--- src/rtl/arcade_input_pkg.sv ---
// Shared definitions for the arcade input-conditioning slice.
//   - PS/2 scan codes as 9-bit {extended, code} values
//   - direction bit indices, used by every 4-bit direction vector
//   - coin FSM state type and the decoded key-state record
//   - small helpers: lowest-set-bit isolation and display rotation
package arcade_input_pkg;

  localparam int DIR_UP = 0;
  localparam int DIR_DN = 1;
  localparam int DIR_LF = 2;
  localparam int DIR_RT = 3;

  localparam logic [8:0] KEY_UP       = 9'h175;
  localparam logic [8:0] KEY_DN       = 9'h172;
  localparam logic [8:0] KEY_LF       = 9'h16B;
  localparam logic [8:0] KEY_RT       = 9'h174;
  localparam logic [8:0] KEY_FIRE_A   = 9'h029;
  localparam logic [8:0] KEY_FIRE_B   = 9'h014;
  localparam logic [8:0] KEY_START1_A = 9'h005;
  localparam logic [8:0] KEY_START1_B = 9'h016;
  localparam logic [8:0] KEY_START2_A = 9'h006;
  localparam logic [8:0] KEY_START2_B = 9'h01E;
  localparam logic [8:0] KEY_COIN1    = 9'h02E;
  localparam logic [8:0] KEY_COIN2    = 9'h036;
  localparam logic [8:0] KEY_RACK     = 9'h003;
  localparam logic [8:0] KEY_UP2      = 9'h02D;
  localparam logic [8:0] KEY_DN2      = 9'h02B;
  localparam logic [8:0] KEY_LF2      = 9'h023;
  localparam logic [8:0] KEY_RT2      = 9'h034;

  typedef enum logic [1:0] {IDLE, ACTIVE, WAIT_REL} coin_state_e;

  // Held-state of every mapped key. dir[p] is indexed by DIR_*.
  typedef struct packed {
    logic [1:0][3:0] dir;
    logic            start1;
    logic            start2;
    logic [1:0]      coin;
    logic            rack;
  } key_state_t;

  // One-hot of the lowest set bit (0 when v is 0).
  function automatic logic [3:0] lowest_one(input logic [3:0] v);
    return v & (~v + 4'd1);
  endfunction

  // Horizontal cabinets: up'=left, dn'=right, lf'=down, rt'=up.
  function automatic logic [3:0] orient(input logic [3:0] d, input logic horz);
    return horz ? {d[DIR_UP], d[DIR_DN], d[DIR_RT], d[DIR_LF]} : d;
  endfunction

endpackage

--- src/rtl/arcade_input_ctrl_dir4_arb.sv ---
// dir4_arb: last-pressed-wins 4-way direction arbiter for one player.
//   clk_sys, reset_n : clock, async active-low reset
//   raw[3:0]         : held directions (DIR_* order)
//   dir[3:0]         : registered one-hot (or zero) winning direction
// A fresh press takes over; when the winner is released the lowest-index
// still-held direction takes its place. One cycle raw->dir.
module dir4_arb
  import arcade_input_pkg::*;
(
  input  logic       clk_sys,
  input  logic       reset_n,
  input  logic [3:0] raw,
  output logic [3:0] dir
);

  logic [3:0] raw_q;
  logic [3:0] rise;
  logic [3:0] dir_d;

  assign rise = raw & ~raw_q;

  always_comb begin
    dir_d = '0;
    if (|rise)            dir_d = lowest_one(rise);
    else if (|(dir & raw)) dir_d = dir;   // winner still held: keep it
    else                  dir_d = lowest_one(raw);
  end

  always_ff @(posedge clk_sys or negedge reset_n) begin
    if (!reset_n) begin
      raw_q <= '0;
      dir   <= '0;
    end else begin
      raw_q <= raw;
      dir   <= dir_d;
    end
  end

endmodule

--- src/rtl/arcade_input_ctrl.sv ---
// arcade_input_ctrl: conditions keyboard/joystick input for the pacman core.
//   clk_sys, reset_n      : clock, async active-low reset
//   ps2_key[10:0]         : {toggle, pressed, ext, code}
//   joystick_0/1[15:0]    : [0]R [1]L [2]D [3]U [4]start1 [5]start2
//   vblank                : rising edge = frame tick (coin stretching)
//   horz                  : rotate directions for a horizontal display
//   cocktail              : DIP level, reported on in1_n[7]
//   in0_n[7:0]            : ~{0, coin2, coin1, rack, dn, rt, lf, up}
//   in1_n[7:0]            : ~{cocktail, start2, start1, 0, dn2, rt2, lf2, up2}
// Key event -> key state (1 clk) -> arbiter/level/coin register (1 clk).
// Every output bit is the inverse of a single flop, so no glitches.
module arcade_input_ctrl
  import arcade_input_pkg::*;
#(
  parameter int COIN_FRAMES = 3,
  parameter bit AUTO_COIN   = 1'b1
) (
  input  logic        clk_sys,
  input  logic        reset_n,
  input  logic [10:0] ps2_key,
  input  logic [15:0] joystick_0,
  input  logic [15:0] joystick_1,
  input  logic        vblank,
  input  logic        horz,
  input  logic        cocktail,
  output logic [7:0]  in0_n,
  output logic [7:0]  in1_n
);

  localparam int NUM_PLAYERS = 2;
  localparam int NUM_COINS   = 2;
  localparam int CW          = $clog2(COIN_FRAMES + 1);

  // ---------------- key decode ----------------
  logic       tog_q;
  key_state_t keys_q, keys_d;
  logic [8:0] code;
  logic       pressed;

  assign code    = ps2_key[8:0];
  assign pressed = ps2_key[9];

  always_comb begin
    keys_d = keys_q;
    if (ps2_key[10] != tog_q) begin
      case (code)
        KEY_UP:                     keys_d.dir[0][DIR_UP] = pressed;
        KEY_DN:                     keys_d.dir[0][DIR_DN] = pressed;
        KEY_LF:                     keys_d.dir[0][DIR_LF] = pressed;
        KEY_RT:                     keys_d.dir[0][DIR_RT] = pressed;
        KEY_UP2:                    keys_d.dir[1][DIR_UP] = pressed;
        KEY_DN2:                    keys_d.dir[1][DIR_DN] = pressed;
        KEY_LF2:                    keys_d.dir[1][DIR_LF] = pressed;
        KEY_RT2:                    keys_d.dir[1][DIR_RT] = pressed;
        KEY_START1_A, KEY_START1_B: keys_d.start1 = pressed;
        KEY_START2_A, KEY_START2_B: keys_d.start2 = pressed;
        KEY_COIN1:                  keys_d.coin[0] = pressed;
        KEY_COIN2:                  keys_d.coin[1] = pressed;
        KEY_RACK:                   keys_d.rack = pressed;
        KEY_FIRE_A, KEY_FIRE_B:     ;  // recognised, pacman has no fire input
        default:                    ;
      endcase
    end
  end

  always_ff @(posedge clk_sys or negedge reset_n) begin
    if (!reset_n) begin
      tog_q  <= 1'b0;
      keys_q <= '0;
    end else begin
      tog_q  <= ps2_key[10];
      keys_q <= keys_d;
    end
  end

  // ---------------- joystick merge ----------------
  logic [15:0] joy;
  logic [3:0]  joy_dir;
  logic        start1_lvl, start2_lvl;
  logic        unused_joy;

  assign joy        = joystick_0 | joystick_1;
  assign joy_dir    = {joy[0], joy[1], joy[2], joy[3]};  // R,L,D,U -> DIR_* order
  assign start1_lvl = keys_q.start1 | joy[4];
  assign start2_lvl = keys_q.start2 | joy[5];
  assign unused_joy = ^joy[15:6];

  // ---------------- direction arbitration ----------------
  logic [NUM_PLAYERS-1:0][3:0] raw_dir;
  logic [NUM_PLAYERS-1:0][3:0] arb_dir;

  assign raw_dir[0] = orient(keys_q.dir[0] | joy_dir, horz);
  assign raw_dir[1] = orient(keys_q.dir[1], horz);

  for (genvar p = 0; p < NUM_PLAYERS; p++) begin : g_arb
    dir4_arb u_arb (
      .clk_sys (clk_sys),
      .reset_n (reset_n),
      .raw     (raw_dir[p]),
      .dir     (arb_dir[p])
    );
  end

  // ---------------- level signals ----------------
  logic start1_q, start2_q, rack_q, cocktail_q, vblank_q;
  logic frame_tick;

  assign frame_tick = vblank & ~vblank_q;

  always_ff @(posedge clk_sys or negedge reset_n) begin
    if (!reset_n) begin
      start1_q   <= 1'b0;
      start2_q   <= 1'b0;
      rack_q     <= 1'b0;
      cocktail_q <= 1'b0;
      vblank_q   <= 1'b0;
    end else begin
      start1_q   <= start1_lvl;
      start2_q   <= start2_lvl;
      rack_q     <= keys_q.rack;
      cocktail_q <= cocktail;
      vblank_q   <= vblank;
    end
  end

  // ---------------- coin stretchers ----------------
  logic [NUM_COINS-1:0] coin_req;
  logic [NUM_COINS-1:0] coin_on;

  // Free-credit: either start button also drops a coin in slot 1.
  assign coin_req[0] = keys_q.coin[0] | (AUTO_COIN ? (start1_lvl | start2_lvl) : 1'b0);
  assign coin_req[1] = keys_q.coin[1];

  for (genvar c = 0; c < NUM_COINS; c++) begin : g_coin
    coin_state_e    st_q, st_d;
    logic [CW-1:0]  cnt_q, cnt_d;
    logic           req_q;
    logic           on_q, on_d;

    always_comb begin
      st_d = st_q;
      cnt_d = cnt_q;
      case (st_q)
        IDLE: begin
          // a coincident frame tick is deliberately not counted
          if (coin_req[c] && !req_q) begin
            st_d  = ACTIVE;
            cnt_d = '0;
          end
        end
        ACTIVE: begin
          if (frame_tick) begin
            if (cnt_q == CW'(COIN_FRAMES - 1)) begin
              st_d  = WAIT_REL;
              cnt_d = '0;
            end else begin
              cnt_d = cnt_q + 1'b1;
            end
          end
        end
        WAIT_REL: begin
          // a held request never produces a second pulse
          if (!coin_req[c]) st_d = IDLE;
        end
        default: st_d = IDLE;
      endcase
      on_d = (st_d == ACTIVE);
    end

    always_ff @(posedge clk_sys or negedge reset_n) begin
      if (!reset_n) begin
        st_q  <= IDLE;
        cnt_q <= '0;
        req_q <= 1'b0;
        on_q  <= 1'b0;
      end else begin
        st_q  <= st_d;
        cnt_q <= cnt_d;
        req_q <= coin_req[c];
        on_q  <= on_d;
      end
    end

    assign coin_on[c] = on_q;
  end

  // ---------------- outputs ----------------
  assign in0_n = ~{1'b0, coin_on[1], coin_on[0], rack_q,
                   arb_dir[0][DIR_DN], arb_dir[0][DIR_RT],
                   arb_dir[0][DIR_LF], arb_dir[0][DIR_UP]};

  assign in1_n = ~{cocktail_q, start2_q, start1_q, 1'b0,
                   arb_dir[1][DIR_DN], arb_dir[1][DIR_RT],
                   arb_dir[1][DIR_LF], arb_dir[1][DIR_UP]};

endmodule

--- config.mk ---
export PLATFORM = sky130hd
export DESIGN_NAME = arcade_input_ctrl
export DESIGN_NICKNAME = d
export VERILOG_FILES = /design/src/rtl/arcade_input_pkg.sv /design/src/rtl/arcade_input_ctrl_dir4_arb.sv /design/src/rtl/arcade_input_ctrl.sv
export SDC_FILE = /design/constraint.sdc
export NUM_CORES = 1
export LEC_CHECK = 0
export BUFFER_PORTS_ARGS = -buffer_cell sky130_fd_sc_hd__buf_2
export CAP_MARGIN = 20
export CORE_UTILIZATION = 30
export DETAILED_ROUTE_END_ITERATION = 10
export PLACE_DENSITY = 0.58
export SYNTH_ARGS = -nofsm -noshare
export SYNTH_HDL_FRONTEND = slang
export SYNTH_SLANG_ARGS = --single-unit
--- constraint.sdc ---
create_clock -name clk_sys -period 2.9 [get_ports clk_sys]
set_input_delay 0.145 -clock clk_sys [delete_from_list [all_inputs] [get_ports clk_sys]]
set_output_delay 0.145 -clock clk_sys [all_outputs]
set_load 0.01 [all_outputs]
==> run_results.csv <==
group,metric,value,unit
outcome,status,"complete, no violations",
logic_synthesis,syn_avg_cell_area,10.7,sq um
cells_and_area,drive_gt1_share,28.1,%
setup_path,cp_slowest_cell,"a222oi_1",
floorplanning,num_rows,31,
grt,grt_pass1_wl,8220,um
logic_synthesis,synth_cell_type_count,44,
cts,cts_setup_buffers,0,
grt,antenna_found_initial,0,
floorplanning,die_h,90.5,um
logic_synthesis,synthArstFlopShare,100,%
route,drt_iter0_drc,93,
logic_synthesis,yosysSeqAreaShare,50.1,%
cells_and_area,area_growth,21.4,%
pwr,seq_power_share,48.1,%
floorplanning,pin_count,64,
logic_synthesis,yosys_warnings,0,
logic_synthesis,synthFlopType,"dfrtp_1",
sta,setup_viol,0,
hold_path,hold_path_depth,2,
sta,hold_viol_final,0,
floorplanning,die_x,90.5,um
route,drt_wl_total,4760,um
sta,worstMarginPinSlew,0.571,ns
grt,overflow,0,
logic_synthesis,synth_most_common_cell,"dfrtp_1",
setup_path,ff2ff_path_depth,6,
pwr,power_frac_clock,33.6,%
cts,cts_sinks,47,
route,avgRoutedWirePerCell,12.9,um
pwr,power.leakage,1.32,nW
placement,globalplace.congestion,0.846,
logic_synthesis,synthCells,219,
setup_path,crit_path_cell_trace,"mux2i_2, inv_2, a222oi_1, o21ai_1, or2_1, mux2_4",
pwr,p_sw,0.431,mW
cts,cts_buffers,5,
setup_path,cp.arrival,2.42,ns
setup_path,worstReg2RegStart,"keys_q[11]$_DFFE_PN0P_",
pwr,irDropWorstVdd,298,uV
cts,clk_latency,0.30,ns
cts,h-tree-depth,2,
route,routed_via_density,4.93,
logic_synthesis,synthTopCellsByArea,"dfrtp_1, mux2_2, mux2i_1",
pwr,powerDensity,585,mW/mm^2
grt,grt_use_total,12.6,%
sta,fin_crit,2.23,ns
floorplanning,die_area,0.00819,sq mm
cts,cts.repair.resized,0,
pwr,internal_power,1.24,mW
logic_synthesis,synth_area,0.00235,sq mm
pwr,finalPower,1.67,mW
hold_path,worstHoldPathType,"in -> reg",
sta,drv_slew,0,
cts,cts-root-buf,"clkbuf_8",
cells_and_area,antenna_cells,0,
cts,tritoncts,"built",
logic_synthesis,synth_seq_cells,47,
hold_path,worst_hold_path.endpoint,"start2_q$_DFF_PN0_",
cells_and_area,fin_nets,317,
floorplanning,coreArea,0.00741,sq mm
pwr,sw_frac_of_total,25.8,%
logic_synthesis,synth_top_area_share,50.1,%
hold_path,min_from,"joystick_0[5]",
sta,holdWs,0.0992,ns
cells_and_area,regArea,0.00118,sq mm
cells_and_area,nFillCells,733,
route,dr.pass1.iters,4,
logic_synthesis,synth_top_cell_by_area,"dfrtp_1",
sta,rsz0062_at_grt,"no",
route,dr_total_vias,1819,
cts,clk_path_buf_depth,2,
setup_path,r2r_end,"g_arb[1].u_arb.dir[0]$_DFFE_PN0P_",
setup_path,worst_ep_required_time,3.09,ns
route,drc,0,
sta,slew_headroom,61.4,%
sta,fin_skew,0.00497,ns
route,ant_nets,0,
placement,hpwl,3490,um
setup_path,crit_type,"reg -> reg",
setup_path,slowest_delay,0.46,ns
logic_synthesis,synth-edff-count,0,
cts,clkTransAtPathRegs,0.09,ns
pwr,comb_power_share,18.4,%
setup_path,startpoint_type,"register",
grt,grt_max_degree,48,
sta,tns,0,ns
setup_path,end_kind,"register",
sta,period_share,77.0,%
cts,cts_hold_buffers,3,
setup_path,path_max_fanout,5,
floorplanning,initial_core_util,31.7,%
grt,grt_pass1_vias,1694,
run,maxCapViolations,0,
logic_synthesis,synth_common_cells,"dfrtp_1, inv_1, mux2_2",
setup_path,r2r_setup_slack,0.67,ns
placement,port_buffers,41,
sta,max_freq,448,MHz
cells_and_area,multi_input_area,0.00104,sq mm
==> area by class of cell <==
class,instances,share of cell area [%]
Inverter,23,3.03
Multi-Input combinational cell,142,36.4
Timing Repair Buffer,50,10.4
Clock buffer,6,2.54
Clock inverter,2,2.11
Sequential cell,47,41.2
Tap cell,99,4.34
==> layout by cell type, fill, tap and decap left out, drive strengths merged, types with 6 or more instances in the layout <==
cell    synthesis  final
nand2b          7      7
buf             4     46
clkbuf          4      6
inv            23     23
nand2           7      7
nor3           12     12
dfrtp          47     47
nor2           10     10
a21oi          10     10
mux2           20     20
mux2i          13     13
==> worst max-delay path by stage <==
stage,from,end,slack [ns],depth (start not counted)
3_5_place_dp,keys_q[9]$_DFFE_PN0P_,g_arb[1].u_arb.dir[0]$_DFFE_PN0P_,0.71,6
2_1_floorplan,keys_q[7]$_DFFE_PN0P_,g_arb[0].u_arb.dir[2]$_DFFE_PN0P_,0.89,6
6_report,keys_q[11]$_DFFE_PN0P_,g_arb[1].u_arb.dir[0]$_DFFE_PN0P_,0.67,6
4_1_cts,keys_q[9]$_DFFE_PN0P_,g_arb[1].u_arb.dir[0]$_DFFE_PN0P_,0.70,6
5_1_grt,keys_q[9]$_DFFE_PN0P_,g_arb[1].u_arb.dir[0]$_DFFE_PN0P_,0.53,6
3_3_place_gp,keys_q[9]$_DFFE_PN0P_,g_arb[1].u_arb.dir[0]$_DFFE_PN0P_,0.79,6
==> per-layer routing <==
layer | GRT usage (%) | wire length (um)
met1 | 18.2 | 2310
met2 | 18.4 | 2110
met3 | 2.53 | 275
met4 | 4.70 | 59
met5 | 0 | 0
==> logic make-up after synthesis <==
family	after synthesis	synth area share [%]
AO/OA/AOI/OAI	38	11.2
XOR/XNOR	2	0.746
buffers and inverters	31	5.91
flip-flops	47	50.1
multiplexers	33	15.9
other	1	0.160
AND/OR/NAND/NOR	67	16.0
==> power by group through the flow <==
stage                     clock network (mW)  registers [mW]  logic [mW]
after floorplan                            0           0.798       0.212
after global placement                     0           0.812       0.298
final                                  0.559           0.801       0.306
after global routing                   0.607           0.814       0.344
after CTS                              0.587           0.802       0.306
after detailed placement                   0           0.814       0.302
==> stage by stage <==
step                setup WS (ns)  cell area, sq um  cells  utilization, %
CTS                         0.697              2820    367            38.1
detailed placement          0.711              2660    356            35.9
global route                0.534              2850    369            38.5
floorplan                   0.890              2350    220               -
finish                      0.667              2850    369            38.5
global placement            0.786              2660    356            35.9
==> flip-flops by register name, summed over array words and instances (netlist names), 2 cells and up <==
signal and cells:
keys_q 12, g_arb.u_arb.dir 8, g_arb.u_arb.raw_q 8, g_coin.cnt_q 4, g_coin.st_q 4, g_coin.on_q 2
g_coin.req_q 2
==> worst max-delay path: cells and delay by family, from the launching register on <==
kind | cells | cell delay (ns)
compound gates | 2 | 0.63
buf+inv | 1 | 0.11
simple gates | 1 | 0.35
mux | 2 | 0.61
flops | 1 | 0.43
Note: power is estimated with default switching activity, not from simulation.
